==> src/rtl/flash_stream_reader_if.sv <==
`default_nettype none
// +----------------------------------------------------------------------------+
// | Module      : flash_stream_reader_if                                       |
// | Description : Pipelined bus master/slave signal bundle between the flash   |
// |               stream reader and the byte-wide flash slave.                 |
// | Ports       : m_dat_o/m_adr_o/m_sel_o/m_we_o/m_cyc_o/m_stb_o (master out), |
// |               m_dat_i/m_stall_i/m_ack_i/m_err_i/m_rty_i (slave response).  |
// | Revision    : 1.0 - initial release                                        |
// +----------------------------------------------------------------------------+
interface flash_stream_reader_if;
  logic [31:0] m_dat_o;
  logic [31:0] m_dat_i;
  logic [31:0] m_adr_o;
  logic [3:0]  m_sel_o;
  logic        m_we_o;
  logic        m_cyc_o;
  logic        m_stb_o;
  logic        m_stall_i;
  logic        m_ack_i;
  logic        m_err_i;
  logic        m_rty_i;

  modport master (
    output m_dat_o, m_adr_o, m_sel_o, m_we_o, m_cyc_o, m_stb_o,
    input  m_dat_i, m_stall_i, m_ack_i, m_err_i, m_rty_i
  );

  modport slave (
    input  m_dat_o, m_adr_o, m_sel_o, m_we_o, m_cyc_o, m_stb_o,
    output m_dat_i, m_stall_i, m_ack_i, m_err_i, m_rty_i
  );
endinterface
`default_nettype wire

==> src/rtl/flash_stream_reader.sv <==
`default_nettype none
// +----------------------------------------------------------------------------+
// | Module      : flash_stream_reader                                          |
// | Description : Bus-master sequencer that reads a block of bytes from the    |
// |               two-register flash slave (address write at offset 1, data    |
// |               read at offset 0), packs them little-endian into 32-bit      |
// |               words and emits them on a valid/ready stream.                |
// | Ports       : clk_bus, rst_bus (async, active-high)                        |
// |               start, src_addr[22:0], word_count[15:0]  command             |
// |               busy, done, error                         status             |
// |               out_data[31:0], out_index[15:0], out_valid, out_ready stream |
// |               bus                                       bus master port    |
// | Revision    : 1.0 - initial release                                        |
// +----------------------------------------------------------------------------+
module flash_stream_reader #(
  parameter logic [31:0] SLAVE_BASE = 32'h0000_0000,  // bit 0 must be 0
  parameter int unsigned TIMEOUT    = 1024            // >= 2
) (
  input  logic        clk_bus,
  input  logic        rst_bus,
  input  logic        start,
  input  logic [22:0] src_addr,
  input  logic [15:0] word_count,
  output logic        busy,
  output logic        done,
  output logic        error,
  output logic [31:0] out_data,
  output logic [15:0] out_index,
  output logic        out_valid,
  input  logic        out_ready,
  flash_stream_reader_if.master bus
);

  localparam int unsigned       TCNT_W = $clog2(TIMEOUT) + 1;
  localparam logic [TCNT_W-1:0] T_LAST = TCNT_W'(TIMEOUT - 1);

  typedef enum logic [2:0] {
    S_IDLE     = 3'd0,
    S_ADR_REQ  = 3'd1,
    S_ADR_WAIT = 3'd2,
    S_DAT_REQ  = 3'd3,
    S_DAT_WAIT = 3'd4,
    S_EMIT     = 3'd5,
    S_FIN      = 3'd6,
    S_ABORT    = 3'd7
  } state_t;

  state_t            state_q, state_d;
  logic [22:0]       addr_q,  addr_d;
  logic [15:0]       count_q, count_d;
  logic [15:0]       wcnt_q,  wcnt_d;
  logic [1:0]        byte_q,  byte_d;
  logic [31:0]       word_q,  word_d;
  logic [TCNT_W-1:0] tcnt_q,  tcnt_d;

  logic timed_out;
  logic bus_fail;
  logic adr_phase;
  logic dat_phase;
  logic unused_dat;

  assign timed_out  = (tcnt_q == T_LAST);
  assign bus_fail   = bus.m_err_i | bus.m_rty_i;
  assign adr_phase  = (state_q == S_ADR_REQ) || (state_q == S_ADR_WAIT);
  assign dat_phase  = (state_q == S_DAT_REQ) || (state_q == S_DAT_WAIT);
  assign unused_dat = ^bus.m_dat_i[31:8];

  // Responses are only looked at in the WAIT states, so an ack/err that
  // coincides with request acceptance is ignored by construction.
  always_comb begin
    state_d = state_q;
    addr_d  = addr_q;
    count_d = count_q;
    wcnt_d  = wcnt_q;
    byte_d  = byte_q;
    word_d  = word_q;
    unique case (state_q)
      S_IDLE: begin
        if (start) begin
          if (word_count == 16'd0) begin
            state_d = S_FIN;
          end else begin
            addr_d  = src_addr;
            count_d = word_count;
            wcnt_d  = '0;
            byte_d  = '0;
            state_d = S_ADR_REQ;
          end
        end
      end
      S_ADR_REQ: begin
        if (!bus.m_stall_i) state_d = S_ADR_WAIT;
        else if (timed_out) state_d = S_ABORT;
      end
      S_ADR_WAIT: begin
        if (bus_fail)         state_d = S_ABORT;
        else if (bus.m_ack_i) state_d = S_DAT_REQ;
        else if (timed_out)   state_d = S_ABORT;
      end
      S_DAT_REQ: begin
        if (!bus.m_stall_i) state_d = S_DAT_WAIT;
        else if (timed_out) state_d = S_ABORT;
      end
      S_DAT_WAIT: begin
        if (bus_fail) begin
          state_d = S_ABORT;
        end else if (bus.m_ack_i) begin
          word_d[8*byte_q +: 8] = bus.m_dat_i[7:0];
          addr_d  = addr_q + 23'd1;            // natural 23-bit wrap
          byte_d  = byte_q + 2'd1;             // 3 wraps to 0 for the next word
          state_d = (byte_q == 2'd3) ? S_EMIT : S_ADR_REQ;
        end else if (timed_out) begin
          state_d = S_ABORT;
        end
      end
      S_EMIT: begin
        if (out_ready) begin
          wcnt_d  = wcnt_q + 16'd1;
          byte_d  = '0;
          state_d = (wcnt_q + 16'd1 == count_q) ? S_FIN : S_ADR_REQ;
        end
      end
      S_FIN:   state_d = S_IDLE;
      S_ABORT: state_d = S_IDLE;
      default: state_d = S_IDLE;
    endcase
  end

  // Per-state watchdog: restarts on every state change, only runs in bus states.
  always_comb begin
    tcnt_d = '0;
    if ((state_d == state_q) && (adr_phase || dat_phase)) tcnt_d = tcnt_q + 1'b1;
  end

  always_ff @(posedge clk_bus or posedge rst_bus) begin
    if (rst_bus) begin
      state_q <= S_IDLE;
      addr_q  <= '0;
      count_q <= '0;
      wcnt_q  <= '0;
      byte_q  <= '0;
      word_q  <= '0;
      tcnt_q  <= '0;
    end else begin
      state_q <= state_d;
      addr_q  <= addr_d;
      count_q <= count_d;
      wcnt_q  <= wcnt_d;
      byte_q  <= byte_d;
      word_q  <= word_d;
      tcnt_q  <= tcnt_d;
    end
  end

  // Bus outputs decode straight from the state, so async reset clears them at once.
  assign bus.m_cyc_o = adr_phase | dat_phase;
  assign bus.m_stb_o = (state_q == S_ADR_REQ) || (state_q == S_DAT_REQ);
  assign bus.m_we_o  = adr_phase;
  assign bus.m_sel_o = 4'b1111;
  assign bus.m_adr_o = adr_phase ? (SLAVE_BASE | 32'd1) :
                       dat_phase ? SLAVE_BASE : 32'd0;
  assign bus.m_dat_o = adr_phase ? {9'b0, addr_q} : 32'd0;

  assign busy      = adr_phase | dat_phase | (state_q == S_EMIT);
  assign done      = (state_q == S_FIN);
  assign error     = (state_q == S_ABORT);
  assign out_valid = (state_q == S_EMIT);
  assign out_data  = word_q;
  assign out_index = wcnt_q;

endmodule
`default_nettype wire
==> src/flat_wrapper.sv <==
// flat-port wrapper written by rule: the top's interface ports become plain ports
module flash_stream_reader_flat 
#(
  parameter logic [31:0] SLAVE_BASE = 32'h0000_0000,                    
  parameter int unsigned TIMEOUT    = 1024                   
)
  (clk_bus, rst_bus, start, src_addr, word_count, busy, done, error, out_data, out_index, out_valid, out_ready, bus_m_dat_o, bus_m_adr_o, bus_m_sel_o, bus_m_we_o, bus_m_cyc_o, bus_m_stb_o, bus_m_dat_i, bus_m_stall_i, bus_m_ack_i, bus_m_err_i, bus_m_rty_i);
  flash_stream_reader_if bus_i ();
  input  logic clk_bus;
  input  logic rst_bus;
  input  logic start;
  input  logic [22:0] src_addr;
  input  logic [15:0] word_count;
  output logic busy;
  output logic done;
  output logic error;
  output logic [31:0] out_data;
  output logic [15:0] out_index;
  output logic out_valid;
  input  logic out_ready;
  output wire logic [$bits(bus_i.m_dat_o)-1:0] bus_m_dat_o;
  output wire logic [$bits(bus_i.m_adr_o)-1:0] bus_m_adr_o;
  output wire logic [$bits(bus_i.m_sel_o)-1:0] bus_m_sel_o;
  output wire logic [$bits(bus_i.m_we_o)-1:0] bus_m_we_o;
  output wire logic [$bits(bus_i.m_cyc_o)-1:0] bus_m_cyc_o;
  output wire logic [$bits(bus_i.m_stb_o)-1:0] bus_m_stb_o;
  input wire logic [$bits(bus_i.m_dat_i)-1:0] bus_m_dat_i;
  input wire logic [$bits(bus_i.m_stall_i)-1:0] bus_m_stall_i;
  input wire logic [$bits(bus_i.m_ack_i)-1:0] bus_m_ack_i;
  input wire logic [$bits(bus_i.m_err_i)-1:0] bus_m_err_i;
  input wire logic [$bits(bus_i.m_rty_i)-1:0] bus_m_rty_i;
  assign bus_m_dat_o = bus_i.m_dat_o;
  assign bus_m_adr_o = bus_i.m_adr_o;
  assign bus_m_sel_o = bus_i.m_sel_o;
  assign bus_m_we_o = bus_i.m_we_o;
  assign bus_m_cyc_o = bus_i.m_cyc_o;
  assign bus_m_stb_o = bus_i.m_stb_o;
  assign bus_i.m_dat_i = bus_m_dat_i;
  assign bus_i.m_stall_i = bus_m_stall_i;
  assign bus_i.m_ack_i = bus_m_ack_i;
  assign bus_i.m_err_i = bus_m_err_i;
  assign bus_i.m_rty_i = bus_m_rty_i;
  flash_stream_reader #(.SLAVE_BASE(SLAVE_BASE), .TIMEOUT(TIMEOUT)) u_core (.clk_bus(clk_bus), .rst_bus(rst_bus), .start(start), .src_addr(src_addr), .word_count(word_count), .busy(busy), .done(done), .error(error), .out_data(out_data), .out_index(out_index), .out_valid(out_valid), .out_ready(out_ready), .bus(bus_i));
endmodule
==> config.mk <==
export PLATFORM = sky130hd
export DESIGN_NAME = flash_stream_reader_flat
export DESIGN_NICKNAME = d
export VERILOG_FILES = /design/src/rtl/flash_stream_reader_if.sv /design/src/rtl/flash_stream_reader.sv /design/src/flat_wrapper.sv
export SDC_FILE = /design/constraint.sdc
export NUM_CORES = 1
export LEC_CHECK = 0
export CAP_MARGIN = 10
export CELL_PAD_IN_SITES_DETAIL_PLACEMENT = 0
export CELL_PAD_IN_SITES_GLOBAL_PLACEMENT = 2
export CORE_UTILIZATION = 25
export CTS_BUF_LIST = sky130_fd_sc_hd__clkbuf_4
export DETAILED_ROUTE_END_ITERATION = 7
export GPL_ROUTABILITY_DRIVEN = 0
export GPL_TIMING_DRIVEN = 0
export MAX_ROUTING_LAYER = met4
export PLACE_DENSITY_LB_ADDON = 0.25
export SLEW_MARGIN = 5
export SYNTH_ARGS = -nofsm -noshare
export SYNTH_HDL_FRONTEND = slang
export SYNTH_SLANG_ARGS = --single-unit
==> constraint.sdc <==
create_clock -name clk_bus -period 3.3 [get_ports clk_bus]
set_input_delay 0.66 -clock clk_bus [delete_from_list [all_inputs] [get_ports clk_bus]]
set_output_delay 0.66 -clock clk_bus [all_outputs]
set_load 0.02 [all_outputs]
# Word-level counts from Yosys, hierarchy flattened
# Index checks and enable logic that the tools add are counted.
[op_classes] add_sub_neg=5 eq_ne=16 n_shift=2 muxes=32 bitwise=5 n_reduce_logical=16
[op_table] operator="$mux 23" count=5
[op_table] operator="$mux 16" count=3
[op_table] operator="$pmux 23 s2" count=1
[op_table] operator="$mux 3" count=12
[op_table] operator="$neg 5->34" count=1
[op_table] operator="$shift 8x34->32 const A" count=1
[op_table] operator="$shiftx 8x34->32" count=1
[op_table] operator="$bwmux 32" count=1
[op_table] operator="$pmux 16 s2" count=1
[op_table] operator="$add 23x1->23 const B" count=1
[op_table] operator="$pmux 3 s7" count=1
[op_table] operator="$add 16x1->16 const B" count=1
[op_table] operator="$eq 16x16->1" count=1
[op_table] operator="$logic_not 16->1" count=1
[op_table] operator="$eq 3x3->1 const B" count=4
[op_table] operator="$add 11x1->11 const B" count=1
[op_table] operator="$eq 11x10->1 const B" count=1
[op_table] operator="$mux 11" count=1
[op_table] operator="$mux 2" count=5
[op_table] operator="$ne 2x2->1 const B" count=4
[op_table] operator="$eq 3x2->1 const B" count=2
[op_table] operator="$pmux 2 s3" count=1
[op_table] operator="$reduce_and 3->1" count=2
[op_table] operator="$reduce_and 6->1" count=1
[op_table] operator="16 further kinds" count=23
[totals] regBits=103 inputBits=79 elab_cells=83

# Logic depth before layout (Yosys ltp)
[depth] depth_word=8 depth_mapped=8

# Worst setup path before layout
# No wires, ideal clock.
[synth_path] path_kind="reg-to-output" from="register u_core.state_q[1]" to="output port bus_m_dat_o[12]" arrival_ns=1.754 t_required_ns=2.640 path_slack_ns=0.886 stages_incl_launch_ff=6 path_buffers=2 path_cell_list="dfrtp_1 -> buf_1 -> xnor2_1 -> nor2_1 -> clkbuf_1 -> and2_1"
[synth_via] elab_chain_len=3 elab_cells_between_ends=4 cone_classes="eq/ne (2); mux (1); reduce/logical (1)"
[synth_lines] item="start: declaration" line_no="flash_stream_reader.sv:48" source="state_t state_q, state_d;"
[synth_lines] item="start signal: assignment" line_no="flash_stream_reader.sv:145" source="state_q <= state_d;"
[synth_lines] item="$eq 3x1->1 / $eq 3x2->1 (equally long branches)" line_no="flash_stream_reader.sv:64" source="assign adr_phase = (state_q == S_ADR_REQ) || (state_q == S_ADR_WAIT);"
[synth_lines] item="$logic_or 1x1->1 *" line_no="flash_stream_reader.sv:64"
[synth_lines] item="net bus_m_we_o" line_no="flat_wrapper.sv:24" source="output wire logic [$bits(bus_i.m_we_o)-1:0] bus_m_we_o;"
[synth_lines] item="$mux 23 *" line_no="flash_stream_reader.sv:162" source="assign bus.m_dat_o = adr_phase ? {9'b0, addr_q} : 32'd0;"
[synth_lines] item="end: declaration" line_no="flat_wrapper.sv:21" source="output wire logic [$bits(bus_i.m_dat_o)-1:0] bus_m_dat_o;"
# Mark *: on every way through the listed nets, which the timed path passes. The rest lies on a longest branch.

# Worst setup path after layout
[layout_path] from="register u_core.state_q[1]" to="output port bus_m_we_o"
[layout_via] elab_chain_len=2 elab_cells_between_ends=3 cone_classes="eq/ne (2); reduce/logical (1)"
[layout_lines] item="$eq 3x1->1 / $eq 3x2->1 (equally long branches)" line_no="flash_stream_reader.sv:64"
[layout_lines] item="$logic_or 1x1->1 *" line_no="flash_stream_reader.sv:64"
[layout_lines] item="end: declaration" line_no="flat_wrapper.sv:24"
# Every way passes the cells marked *; elsewhere a longest branch is shown, timed or not.

==> results.py <==
metrics = {
    "status": {
        "result_of_the_run": "finished clean",
    },
    "setup_path": {
        "cpPeakStageDelay_ns": 0.60,
        "cp_cell_sequence": "buf_4 > xnor2_1 > nor2_2 > clkbuf_8 > clkdlybuf4s50_1",
        "timing.critical_path.from_type": "register",
        "setup.worst_path.end_class": "primary output",
        "worst_path_max_delay_cell": "sky130_fd_sc_hd__clkdlybuf4s50_1",
        "reg2reg_setup_slack_ns": 0.70,
        "largest_fanout_of_any_net_on_the_critical_path": 11,
        "critical_path_buf_inv_count": 3,
        "worst_r2r_path_depth": 7,
        "criticalPathCategory": "register to primary output",
        "crit_arrival_ns": 2.43,
        "rr_startpoint": "u_core.out_index[0]",
        "cp_data_required_time_ns": 2.64,
        "timing.rr.end": "u_core.state_q[0]",
        "worst_path_dominant_cell_family": "buffers and inverters",
    },
    "cts": {
        "cts.sinks": 103,
        "cts.path.max_buffers": 2,
        "clk-insertion-delay-late_ns": 0.53,
        "cts.root.buffer_cell": "sky130_fd_sc_hd__clkbuf_4",
        "cts_inserted_buffers": 9,
        "holdBufCountCts": 0,
        "post_cts_clock_slew_at_the_launch_and_capture_registers_of_the_worst_setup_and_hold_paths_ns": 0.22,
        "tritoncts": "done",
        "htree_levels": 3,
    },
    "yosys": {
        "flip_flop_and_latch_count_after_synthesis": 103,
        "synth_flop_cell": "sky130_fd_sc_hd__dfrtp_1",
        "synth_edf_count": 0,
        "yosys_warnings": 0,
        "synthCells": 710,
        "netlist.top_cell.by_area": "sky130_fd_sc_hd__dfrtp_1",
        "yosys.cell_types.count": 57,
        "asyncSetResetFlopFracSynth": 1.000,
        "synth.top_cells.by_area": "sky130_fd_sc_hd__dfrtp_1 (41%), sky130_fd_sc_hd__nand2_1 (6.7%), sky130_fd_sc_hd__buf_4 (5.4%)",
        "synthMostInstantiatedCell": "sky130_fd_sc_hd__nand2_1",
        "synth_top_area_frac": 0.4145,
        "netlist_top_cells_count": "sky130_fd_sc_hd__nand2_1 (111), sky130_fd_sc_hd__dfrtp_1 (103), sky130_fd_sc_hd__o21ai_1 (67)",
        "netlist_area_sq_um": 6218,
        "yosysSeqAreaShare": 0.4145,
        "post_synthesis_average_cell_area_sq_um": 8.758,
    },
    "global_route": {
        "global_route_wire_length_before_repair_um": 31110,
        "number_of_global_route_vias_before_repair": 5549,
        "pin_count_of_the_biggest_net_entering_global_routing": 35,
        "track_usage": 0.1590,
        "grt_antenna_before_repair": 1,
        "globalRouteOverflowTotal": 0,
    },
    "routing": {
        "dr.pass1.iters": 5,
        "number_of_drc_markers_in_iteration_0": 313,
        "post-route-drc-count": 0,
        "vias_per_cell": 4.498,
        "via_count": 5546,
        "wire_per_inst_um": 15.66,
        "drt_wl_total_um": 19310,
        "ant_nets": 0,
    },
    "sta": {
        "timing_hold_violations_final": 0,
        "period_minus_slack_ns": 3.085,
        "setup_tns_ns": 0,
        "setup_viol": 0,
        "hold_ws_ns": 0.4123,
        "worst_slew_pin_slew_ns": 0.9440,
        "fin_crit_sh": 0.9349,
        "final_max_slew_viol_count": 0,
        "worst_clock_skew_ns": 0.03751,
        "rsz0062_at_grt": "false",
        "fmax_ghz": 0.3241,
        "min_setup_slack_post_route_ns": 0.2149,
        "max-slew-margin-rel": 0.3693,
    },
    "power": {
        "power_density_nw_per_um2": 672.4,
        "peakVddDrop_uv": 488.0,
        "switchingPower_uw": 2565,
        "power.combinational.fraction": 0.531,
        "p_clk_frac": 0.129,
        "p_sw_frac": 0.4558,
        "static-leakage-power_uw": 0.003583,
        "seqPwrFrac": 0.340,
        "power_report.internal_total_uw": 3063,
    },
    "floorplanning": {
        "design.core.area_sq_um": 24390,
        "die-area_sq_um": 25510,
        "start_util": 0.2550,
        "fp-row-count": 57,
        "chip_width_um": 159.7,
        "die_height_um": 159.7,
        "top_level_ports": 202,
    },
    "cells_and_area": {
        "fin_area_sq_um": 8369,
        "final_core_utilization": 0.3431,
        "layout.nets": 989,
        "post_route_cells_drive_above_1_share": 0.1137,
        "fill_cells": 2588,
        "syn_to_final_growth_pct": 34.59,
    },
    "place": {
        "placement.cell_area_sq_um": 8177,
        "placement.setup.worst_slack_ns": -0.5377,
        "dpl.hpwl_um": 14570,
        "number_of_input_and_output_port_buffers_inserted": 133,
    },
    "flow_run": {
        "max_cap_violations": 0,
    },
    "worst_hold_path": {
        "timing.hold.worst.class": "input pin to asynchronous set/reset pin",
    },
}
## per-layer routing
layer	wire, um	up-vias	global-route usage
met5	0	-	-
met4	221	0	0.04152
met3	781	17	0.02909
met2	8866	117	0.2414
met1	9444	2629	0.2164
li1	-	2783	-
## worst max path at each step
stage | slack (ns) | startpoint | cells after the start | end
floorplan | 0.89 | u_core.state_q[1] | 5 | bus_m_dat_o[12]
global placement | -0.54 | word_count[13] | 8 | u_core.addr_q[19]
CTS | 0.008 | u_core.state_q[1] | 6 | bus_m_dat_o[15]
detailed placement | -0.54 | word_count[13] | 8 | u_core.addr_q[19]
finish | 0.21 | u_core.state_q[1] | 5 | bus_m_we_o
global route | 0.08 | u_core.state_q[1] | 5 | bus_m_we_o
## cells in the final DEF, fill, tap and decap left out, types with 7 or more instances in the layout
cell type / count
sky130_fd_sc_hd__conb_1: 44
sky130_fd_sc_hd__nor3_1: 12
sky130_fd_sc_hd__nand4_1: 10
sky130_fd_sc_hd__nor2_1: 45
sky130_fd_sc_hd__nor4_1: 8
sky130_fd_sc_hd__buf_4: 48
sky130_fd_sc_hd__clkbuf_1: 17
sky130_fd_sc_hd__nand2b_1: 7
sky130_fd_sc_hd__o21ai_1: 67
sky130_fd_sc_hd__dlygate4sd2_1: 18
sky130_fd_sc_hd__nand3_1: 26
sky130_fd_sc_hd__a21oi_1: 33
sky130_fd_sc_hd__ha_1: 9
sky130_fd_sc_hd__clkbuf_4: 11
sky130_fd_sc_hd__mux2_1: 16
sky130_fd_sc_hd__o22ai_1: 7
sky130_fd_sc_hd__o21ai_0: 13
sky130_fd_sc_hd__xor2_1: 8
sky130_fd_sc_hd__xnor2_1: 25
sky130_fd_sc_hd__a2bb2oi_1: 10
sky130_fd_sc_hd__and3_1: 10
sky130_fd_sc_hd__dfrtp_1: 102
sky130_fd_sc_hd__buf_2: 12
sky130_fd_sc_hd__and2_1: 25
sky130_fd_sc_hd__nand2_1: 111
sky130_fd_sc_hd__nor2b_1: 7
sky130_fd_sc_hd__clkdlybuf4s50_1: 111
## final cells by class
type | instances | area [sq um] | area share
multi-input cells | 561 | 3292 | 0.3933
well taps | 324 | 405.4 | 0.04844
inverters | 9 | 37.54 | 0.004485
plain buffers | 79 | 503.0 | 0.06010
clock inverters | 7 | 83.83 | 0.01002
repair buffers | 138 | 1394 | 0.1665
diodes | 3 | 7.507 | 0.0008970
flip-flops and latches | 103 | 2579 | 0.3081
clock buffers | 9 | 67.56 | 0.008073
## power groups by stage
stage | Sequential [uW] | Combinational, uW | Clock [uW]
2_1_floorplan | 1890 | 1860 | 0
3_3_place_gp | 1940 | 3050 | 0
3_5_place_dp | 1930 | 3040 | 0
4_1_cts | 1910 | 3030 | 771
5_1_grt | 1970 | 3280 | 814
6_report | 1910 | 2990 | 726
## metrics by stage
step / instances / total power [uW]
5_1_grt: 1233 / 6061
3_5_place_dp: 1212 / 4976
2_1_floorplan: 752 / 3753
3_3_place_gp: 1209 / 4984
6_report: 1233 / 5628
4_1_cts: 1230 / 5706
## cell families (layout without fill, tap and decap cells)
family | after synthesis | after routing | synth area share
buf+inv | 88 | 242 | 0.08290
compound gates | 162 | 162 | 0.1565
mux | 20 | 20 | 0.03541
flops | 103 | 103 | 0.4145
xor+xnor | 33 | 33 | 0.04648
simple gates | 293 | 293 | 0.2449
other cells | 2 | 47 | 0.001208
fa+ha+maj | 9 | 9 | 0.01811
## flip-flops by register name, indices dropped and copies added, names as in the netlist
register and cells:
u_core.out_index 16, u_core.addr_q 23, u_core.byte_q 2, u_core.count_q 16, u_core.out_data 32, u_core.state_q 3, u_core.tcnt_q 11
## what timing repair did
item / CTS / global route
setup buffers: 2 / 0
pin swaps: 1 / 1
setup endpoints to repair: 25 / 8
gates resized for setup: 27 / 8
(Power assumes the default switching activity.)
